[src/rtl/lane_array_pkg.sv]
// lane_array_pkg: shared lane-array types and helpers for the lane-array blocks.
// Default geometry is 4 lanes of 28 bits.
package lane_array_pkg;

    localparam int LANE_N_DEFAULT = 4;
    localparam int LANE_W_DEFAULT = 28;

    typedef logic [LANE_W_DEFAULT-1:0] lane_word_t;
    typedef lane_word_t [LANE_N_DEFAULT-1:0] lane_arr_t;

    // Return a copy of arr with every lane whose enable bit is clear forced to zero.
    function automatic lane_arr_t lane_mask(input lane_arr_t arr,
                                            input logic [LANE_N_DEFAULT-1:0] en);
        lane_arr_t res;
        for (int i = 0; i < LANE_N_DEFAULT; i++) begin
            res[i] = en[i] ? arr[i] : '0;
        end
        return res;
    endfunction

endpackage

[src/rtl/lane_array_fifo_mem.sv]
// lane_array_fifo_mem: DEPTH x EW register array, one synchronous write port and
// one asynchronous read port.
module lane_array_fifo_mem #(
    parameter int DEPTH = 4,
    parameter int EW    = 116
) (
    input  logic                     clk,
    input  logic                     wr_en,
    input  logic [$clog2(DEPTH)-1:0] wr_addr,
    input  logic [EW-1:0]            wr_data,
    input  logic [$clog2(DEPTH)-1:0] rd_addr,
    output logic [EW-1:0]            rd_data
);

    logic [EW-1:0] mem [DEPTH];

    // Capture the write word at the addressed entry.
    // NOTE: storage is deliberately not reset; validity is tracked by the pointers and count.
    always_ff @(posedge clk) begin
        if (wr_en) begin
            mem[wr_addr] <= wr_data;
        end
    end

    assign rd_data = mem[rd_addr];

endmodule

[src/rtl/lane_array_fifo.sv]
// lane_array_fifo: N-lane packed-array FIFO with valid/ready handshake, per-lane
// enable mask, occupancy count and synchronous flush.
// Optional feature macro: LANE_ARRAY_FIFO_BYPASS_EN (zero-latency pass-through when empty).
module lane_array_fifo
    import lane_array_pkg::*;
#(
    parameter int  N     = LANE_N_DEFAULT,
    parameter int  W     = LANE_W_DEFAULT,
    parameter int  DEPTH = 4,
    localparam int CW    = $clog2(DEPTH + 1)
) (
    input  logic                clk,
    input  logic                rst_n,
    input  logic                flush,
    input  logic                in_valid,
    output logic                in_ready,
    input  logic [N-1:0][W-1:0] in_data,
    input  logic [N-1:0]        in_lane_en,
    output logic                out_valid,
    input  logic                out_ready,
    output logic [N-1:0][W-1:0] out_data,
    output logic [N-1:0]        out_lane_en,
    output logic [CW-1:0]       count
);

    localparam int            AW   = $clog2(DEPTH);
    localparam int            EW   = N * W + N;
    localparam logic [CW-1:0] FULL = CW'(DEPTH);

    if (DEPTH < 2 || (DEPTH & (DEPTH - 1)) != 0 || N < 1 || W < 1) begin : g_bad_params
        $error("lane_array_fifo: DEPTH must be a power of two >= 2, N and W must be >= 1");
    end

    logic [AW-1:0]        wr_ptr;
    logic [AW-1:0]        rd_ptr;
    logic [N-1:0][W-1:0]  masked_in;
    logic [N-1:0][W-1:0]  mem_data;
    logic [N-1:0]         mem_lane_en;
    logic [EW-1:0]        rd_word;
    logic                 not_empty;
    logic                 bypass;
    logic                 do_push;
    logic                 do_pop;

    // Disabled lanes are stored as zero so the consumer never sees stale lane data.
    if (N == LANE_N_DEFAULT && W == LANE_W_DEFAULT) begin : g_mask_pkg
        assign masked_in = lane_mask(in_data, in_lane_en);
    end else begin : g_mask_generic
        // Zero each disabled lane of the incoming word.
        always_comb begin
            for (int i = 0; i < N; i++) begin
                masked_in[i] = in_lane_en[i] ? in_data[i] : '0;
            end
        end
    end

    assign not_empty = (count != '0);
    assign in_ready  = (count != FULL);

`ifdef LANE_ARRAY_FIFO_BYPASS_EN
    assign bypass = !not_empty && in_valid && out_ready;
`else
    assign bypass = 1'b0;
`endif

    // A bypassed word is consumed directly, so it is neither written nor popped.
    assign do_push = in_valid && in_ready && !bypass && !flush;
    assign do_pop  = not_empty && out_ready && !flush;

    // Pointer and occupancy state; flush has priority over push and pop.
    // NOTE: sequential state uses non-blocking assignments so every register samples pre-edge values.
    always_ff @(posedge clk or negedge rst_n) begin
        if (!rst_n) begin
            wr_ptr <= '0;
            rd_ptr <= '0;
            count  <= '0;
        end else if (flush) begin
            wr_ptr <= '0;
            rd_ptr <= '0;
            count  <= '0;
        end else begin
            if (do_push) wr_ptr <= wr_ptr + 1'b1;
            if (do_pop)  rd_ptr <= rd_ptr + 1'b1;
            case ({do_push, do_pop})
                2'b10:   count <= count + 1'b1;
                2'b01:   count <= count - 1'b1;
                default: count <= count;
            endcase
        end
    end

    lane_array_fifo_mem #(
        .DEPTH (DEPTH),
        .EW    (EW)
    ) u_mem (
        .clk     (clk),
        .wr_en   (do_push),
        .wr_addr (wr_ptr),
        .wr_data ({in_lane_en, masked_in}),
        .rd_addr (rd_ptr),
        .rd_data (rd_word)
    );

    assign {mem_lane_en, mem_data} = rd_word;

    // Present the bypassed input, the head entry, or zeros when nothing is valid.
    // NOTE: every output gets a default first so no latch is inferred.
    always_comb begin
        out_valid   = not_empty;
        out_data    = '0;
        out_lane_en = '0;
        if (bypass) begin
            out_valid   = 1'b1;
            out_data    = masked_in;
            out_lane_en = in_lane_en;
        end else if (not_empty) begin
            out_data    = mem_data;
            out_lane_en = mem_lane_en;
        end
    end

endmodule

[config.mk]
export PLATFORM = sky130hd
export DESIGN_NAME = lane_array_fifo
export DESIGN_NICKNAME = d
export VERILOG_FILES = /design/src/rtl/lane_array_pkg.sv /design/src/rtl/lane_array_fifo_mem.sv /design/src/rtl/lane_array_fifo.sv
export SDC_FILE = /design/constraint.sdc
export NUM_CORES = 1
export LEC_CHECK = 0
export ABC_CLOCK_PERIOD_IN_PS = 5900
export BUFFER_PORTS_ARGS = -buffer_cell sky130_fd_sc_hd__buf_4
export CAP_MARGIN = 0
export CORE_ASPECT_RATIO = 0.75
export CORE_UTILIZATION = 40
export CTS_CLUSTER_DIAMETER = 50
export DETAILED_ROUTE_END_ITERATION = 12
export GPL_ROUTABILITY_DRIVEN = 0
export SYNTH_ARGS = -nofsm -noshare
export SYNTH_HDL_FRONTEND = slang
export SYNTH_SLANG_ARGS = --single-unit
[constraint.sdc]
create_clock -name clk -period 5.9 [get_ports clk]
set_input_delay 1.18 -clock clk [delete_from_list [all_inputs] [get_ports clk]]
set_output_delay 1.18 -clock clk [all_outputs]
set_load 0.005 [all_outputs]
==> run metrics, run 1 <==
Final min period=a little over 4 ns; worst-margin pin slew=0.9985 ns; CP max stage delay=1.00 ns; initial drt markers=~520; internal power=0.006275 W; sequential group share of total power=between 40% and 50%; Fillers=3894; largest net degree at the start of global routing=94; ANT nets after route=0; Post-Syn Instances=918; Initial Util=40.70%; Post-Syn Area=roughly 19000 um^2; reg2reg path depth=4; Avg Cell Area, Syn=between 20 and 25 um^2; Final period util=between 60% and 70%; first-pass GRT wire length=between 50 and 60 mm; NetSw=between 0.0015 and 0.002 W; Async S/R FF share, synth=~1.5%; fmax=roughly 240 MHz; clock skew=approximately 0.010 ns; core area=~46000 um^2; cts hold-fix bufs=0; combinational share of power=between 10% and 20%; switch share=22.98%; CP Buf/Inv Count=2; CP Launch Type=flip-flop; initial antenna violation count=2; Crit path max-delay family=flip-flops; Slew Limit Headroom=between 30% and 40%; pre-CTS WS=2.246 ns; Hold Path Class=in -> async; # resized after CTS=0; Vias=about 9200; crit-path max FO=47; Die ar.=between 40000 and 50000 um^2; Initial DRT Pass Iterations=4; Mapped Nets=around 1000; clk root buf=clkbuf_16; Clk pwr share=between 30% and 40%; Slew Limit Fails=0; post-DR vias/cell=4.999; CP arrival=2.95 ns; Slowest cell on crit path=dfrtp_4; final WL=around 38 mm; max-cap viol count=0; # nets final=~1300; critical path class=reg -> out; Final Hold Vio Count=0; detailed placement HPWL=21.60 mm; P per Cell Area=357.2 nW/um^2; fin worst setup slack=1.773 ns; critical path depth in cells=4; RSZ-0062 raised after global routing=no; Final TNS setup=0 ns; vias in the first global route=9599; CTS buffer count=46; grt total ovfl=0; static leakage=approximately 7.8 nW; Post-synth top flop=edfxtp_1; IO Count=about 240; clk_lat worst skew=roughly 0.55 ns; area of the multi-input gates=approximately 4400 um^2; clock transition at the registers of the reported paths=around 0.06 ns; Worst setup EP type=output port; Die Width=approximately 250 um; Rows=68; GRT Total Usage=between 10% and 20%; status=completed; final setup fails=0; H-tree depth=2; Residual DRC=0; Worst VDD drop=around 220 uV; layout cell share with drive strength beyond 1=between 30% and 40%; WP data required=approximately 4.7 ns; sequential area share after synthesis=75.17%; I/O Buffers=241; register area=14120 um^2; EDFF count, synth=roughly 460; CTS tree=yes; Layout area overhead=21.53%; Die Height=around 190 um; Ys Warns=0; Yosys reg bits=roughly 470; Cell Chain, Critical Path=buf_12 -> mux4_2 -> and2_1 -> buf_4; clk buf depth=3; Yosys cell types=35; wire per inst=20.67 um; postcts setup bufs=0; Sink Count=about 470
[power by group through the flow]
stage | combinational (W) | clock (W) | sequential (W)
4_1_cts | 0.00139 | 0.00300 | 0.00389
6_report | 0.00135 | 0.00292 | 0.00388
5_1_grt | 0.00147 | 0.00311 | 0.00390
3_5_place_dp | 0.00139 | 0 | 0.00396
2_1_floorplan | 0.000808 | 0 | 0.00390
3_3_place_gp | 0.00138 | 0 | 0.00395
[worst register-to-register path, cell delays in order, from the launching register on]
cell and delay [ns]:
dfrtp_1 0.64, nor3b_1 0.18, nor3_1 0.43, and2_4 0.83, buf_12 0.48
[stage by stage]
stage	hold WS [ns]	utilization [%]	cells	area, um^2	total power, W
after floorplan	0.5573	-	918	18770	0.004703
after CTS	0.4153	49.46	1832	22810	0.008281
final	0.4407	49.46	1833	22810	0.008147
after detailed placement	0.5949	46.18	1749	21300	0.005345
after global placement	0.6004	46.18	1749	21300	0.005334
after global routing	0.4233	49.46	1832	22810	0.008473
[state kept, by name, summed over array words and instances, names as in the netlist]
register and cells:
u_mem.mem 464, count 3, rd_ptr 2, wr_ptr 2
[layer usage]
layer	global-route usage (%)	up-vias	part of all wire, %
li1	-	4134	-
met4	3.823	0	1.7
met3	3.037	54	5.0
met5	0	-	0
met1	21.99	4746	44
met2	26.06	229	49
[cell type report]
class,instances,area share (%)
Antenna cell,1,0.01097
Clock buffer,56,5.491
Clock inverter,27,1.130
Inverter,5,0.08228
Multi-Input combinational cell,390,19.29
Sequential cell,471,61.89
Tap cell,630,3.456
Timing Repair Buffer,253,8.656
[logic make-up (layout without fill, tap and decap cells)]
family	Yosys count	in the layout	synth area share, %
flip-flops	471	471	75.17
AND/OR/NAND/NOR	249	249	8.259
multiplexers	117	117	13.97
buffers and inverters	57	341	1.473
AO/OA/AOI/OAI	16	16	0.6133
adder cells (fa/ha/maj)	5	5	0.3733
XOR/XNOR	3	3	0.1400
other	0	1	0
[cells in the mapped netlist (3+ instances only)]
library cell | n | area (um^2)
ha_1 | 4 | 50.05
mux4_2 | 116 | 2613
nor2_1 | 5 | 18.77
clkbuf_1 | 26 | 97.59
buf_6 | 5 | 56.30
dfrtp_1 | 7 | 175.2
and2_1 | 232 | 1451
inv_1 | 5 | 18.77
edfxtp_1 | 464 | 13930
buf_2 | 19 | 95.09
a21oi_1 | 3 | 15.01
xor2_1 | 3 | 26.28
[path summary, 6_finish.rpt]
| path | slack, ns | from | endpoint |
|---|---|---|---|
| setup / recovery | 1.77 | rd_ptr[0] | out_data[91] |
| setup reg to reg | 2.96 | count[0] | u_mem.mem[0][65] |
| min in group clk | 0.61 | wr_ptr[1] | wr_ptr[1] |
| hold / removal | 0.44 | rst_n | count[2] |
| max in group asynchronous | 5.32 | rst_n | rd_ptr[0] |
| hold reg to reg | 0.61 | wr_ptr[1] | wr_ptr[1] |
[cells in the final DEF (no fill, tap or decap), drive strengths merged]
cell,instances
a2111oi,1
a211oi,1
a21bo,1
a21oi,3
a311o,1
a31oi,2
and2,232
buf,253
bufinv,5
clkbuf,56
clkinv,19
clkinvlp,2
dfrtp,7
diode,1
edfxtp,464
fa,1
ha,4
inv,6
mux2i,1
mux4,116
nand2,1
nand3,2
nand3b,2
nor2,5
nor3,2
nor3b,1
nor4b,1
nor4bb,1
o2111ai,1
o21a,1
o21ai,2
o311ai,2
o31ai,1
or3,1
or3b,1
xor2,3
No activity file was read; power rests on OpenSTA's default activity.
==> run 2: changes to the inputs <==
ABC_CLOCK_PERIOD_IN_PS = 4019   (was 5900)
clock period = 4.02 ns   (was 5.9 ns; I/O delays follow)
==> run 2 against run 1 <==
  * Clock skew is 0.0053 ns higher
  * Clock-buffer cell count is 6 higher
  * Global-route usage is 0.19 points higher
  * Routed wire length is 1.2% higher
  * Flip-flop and latch count stayed put
  * Register-to-register slack worse by 1.5 ns
  * First-iteration DRC count is 14% higher
  * Worst setup slack worse by 1.2 ns
  * Critical path type unchanged
==> run metrics, run 2 (same netlist as run 1, synthesis figures left out) <==
clk root buf=clkbuf_16; initial drt markers=592 (+14%); GRT Total Usage=16.06% (+0.19 points); Final min period=around 3.4 ns; reg2reg start=count[0]; core area=46110 um^2 (unchanged); wire per inst=20.75 um (+0.36%); # nets final=1308 (+1.2%); clk_lat worst skew=0.56 ns (about the same); WP data required=3.22 ns (-1.50 ns); max-cap viol count=0 (unchanged); Initial DRT Pass Iterations=4 (unchanged); static leakage=7.897 nW (+1.6%); IO Count=242 (unchanged); P per Cell Area=527.5 nW/um^2 (+48%); CP Launch Type=flip-flop; Initial Util=40.70% (unchanged); Final period util=between 80% and 90%; cts hold-fix bufs=0 (unchanged); CP max stage delay=0.72 ns (-0.28 ns); final setup fails=0 (unchanged); Slew Limit Fails=0 (unchanged); Worst setup EP type=output port; fin worst setup slack=0.5753 ns (-1.198 ns); Die Height=189.6 um (unchanged); Final Hold Vio Count=0 (unchanged); status=completed; pre-CTS WS=1.093 ns (-1.153 ns); Slew Limit Headroom=54.79% (+21 points); grt total ovfl=0 (unchanged); Slowest cell on crit path=dfrtp_4; largest net degree at the start of global routing=80 (-15%); initial antenna violation count=1 (-1); clock skew=0.01530 ns (+0.005343 ns); Layout area overhead=22.97%; I/O Buffers=241 (unchanged); routed wl met3=1.823 mm (-3.3%); crit-path max FO=45 (-4.3%); H-tree depth=2 (unchanged); Routed met2 length=18.71 mm (+0.27%); Residual DRC=0 (unchanged); clk buf depth=3 (unchanged); CP arrival=2.64 ns (-0.31 ns); Worst Setup SP=rd_ptr[0]; Sink Count=471 (unchanged); Top Layer Used=met4; most frequent cells in the layout=edfxtp_1 (464), buf_4 (252), and2_1 (228); RSZ-0062 raised after global routing=no; most common cell after layout, fill and taps aside=edfxtp_1; # resized after CTS=0 (unchanged); vias in the first global route=9596 (-0.031%); final WL=38.34 mm (+1.2%); Top reg by flops=u_mem.mem; CTS tree=yes; worst-margin pin slew=0.6781 ns (-0.3204 ns); Largest regs=u_mem.mem x464, count x3; number of flip-flops in the largest register=464 (unchanged); Vias=9148 (-0.16%); Die ar.=47800 um^2 (unchanged); post-DR vias/cell=4.950 (-0.97%); ANT nets after route=0 (unchanged); Hold Path Class=in -> async; Cell Chain, Critical Path=buf_12 -> mux4_2 -> and2_1 -> buf_4; layout cell share with drive strength beyond 1=37.39% (+0.37 points); Worst VDD drop=372.7 uV (+72%); critical path class=reg -> out; postcts setup bufs=0 (unchanged); first-pass GRT wire length=57.59 mm (+0.97%); met1 WL=16.99 mm (+1.7%); Final TNS setup=0 ns (unchanged); clock transition at the registers of the reported paths=0.06 ns (about the same); fmax=around 290 MHz; Die Width=252.1 um (unchanged); Rows=68 (unchanged); detailed placement HPWL=22.58 mm (+4.5%); CTS buffer count=48 (+4.3%)
==> run 2: cell count changes in the layout (fill, tap and decap cells not counted) <==
cell	previous run	this run
clkinv_8	0	2
clkbuf_16	49	50
clkinv_2	10	3
buf_12	6	14
buf_4	247	252
clkbuf_1	7	12
clkinvlp_4	2	0
bufinv_16	5	6
inv_6	1	3
==> run 2: metal layers <==
| metal | GRT usage (%) | up-vias |
|---|---|---|
| met2 | 26.14 | 205 |
| met3 | 3.393 | 59 |
| met1 | 22.08 | 4722 |
| met4 | 4.242 | 0 |
| li1 | - | 4162 |
| met5 | 0 | - |
==> run 2: path summary, 6_finish.rpt <==
kind,cells past startpoint,slack [ns],end
min reg2reg,2,0.61,wr_ptr[0]
min,1,0.06,rd_ptr[0]
max in group asynchronous,1,3.80,rd_ptr[1]
max reg2reg,4,1.44,u_mem.mem[3][57]
min in group clk,2,0.49,count[2]
max,4,0.58,out_data[93]
==> run 2: cell type report <==
| cell class | instances | area [um^2] |
|---|---|---|
| Multi-Input combinational cell | 390 | 4399 |
| Inverter | 5 | 18.77 |
| Clock buffer | 62 | 1296 |
| Sequential cell | 471 | 14120 |
| Clock inverter | 23 | 287.8 |
| Fill cell | 3841 | 23030 |
| Antenna cell | 1 | 2.502 |
| Timing Repair Buffer | 266 | 2172 |
| Tap cell | 630 | 788.3 |
==> run 2: report_power, final <==
| part | total [W] | internal (W) | leakage, nW | switching [W] |
|---|---|---|---|---|
| Combinational | 0.00204 | 0.00113 | 2.75 | 0.000908 |
| Sequential | 0.00566 | 0.00557 | 4.37 | 0.0000896 |
| Clock | 0.00448 | 0.00266 | 0.768 | 0.00181 |
| Total | 0.0122 | 0.00937 | 7.90 | 0.00281 |
==> run 2: per-stage QoR <==
| stage | util [%] | hold WS [ns] | cells | instance area (um^2) | total power (W) |
|---|---|---|---|---|---|
| 2_1_floorplan | - | 0.5084 | 918 | 18770 | 0.006893 |
| 3_3_place_gp | 46.61 | 0.6041 | 1762 | 21490 | 0.007862 |
| 3_5_place_dp | 46.61 | 0.5965 | 1762 | 21490 | 0.007866 |
| 4_1_cts | 50.05 | 0.02587 | 1847 | 23080 | 0.01236 |
| 5_1_grt | 50.05 | 0.03087 | 1847 | 23080 | 0.01266 |
| 6_report | 50.05 | 0.05980 | 1848 | 23080 | 0.01218 |
==> run 2: worst max-delay path: cells and delay by family, from the launching register on <==
family                 cells  cell delay (ns)
DFF                        1             0.72
buffers and inverters      2             0.52
muxes                      1             0.56
and+or+nand+nor            1             0.21
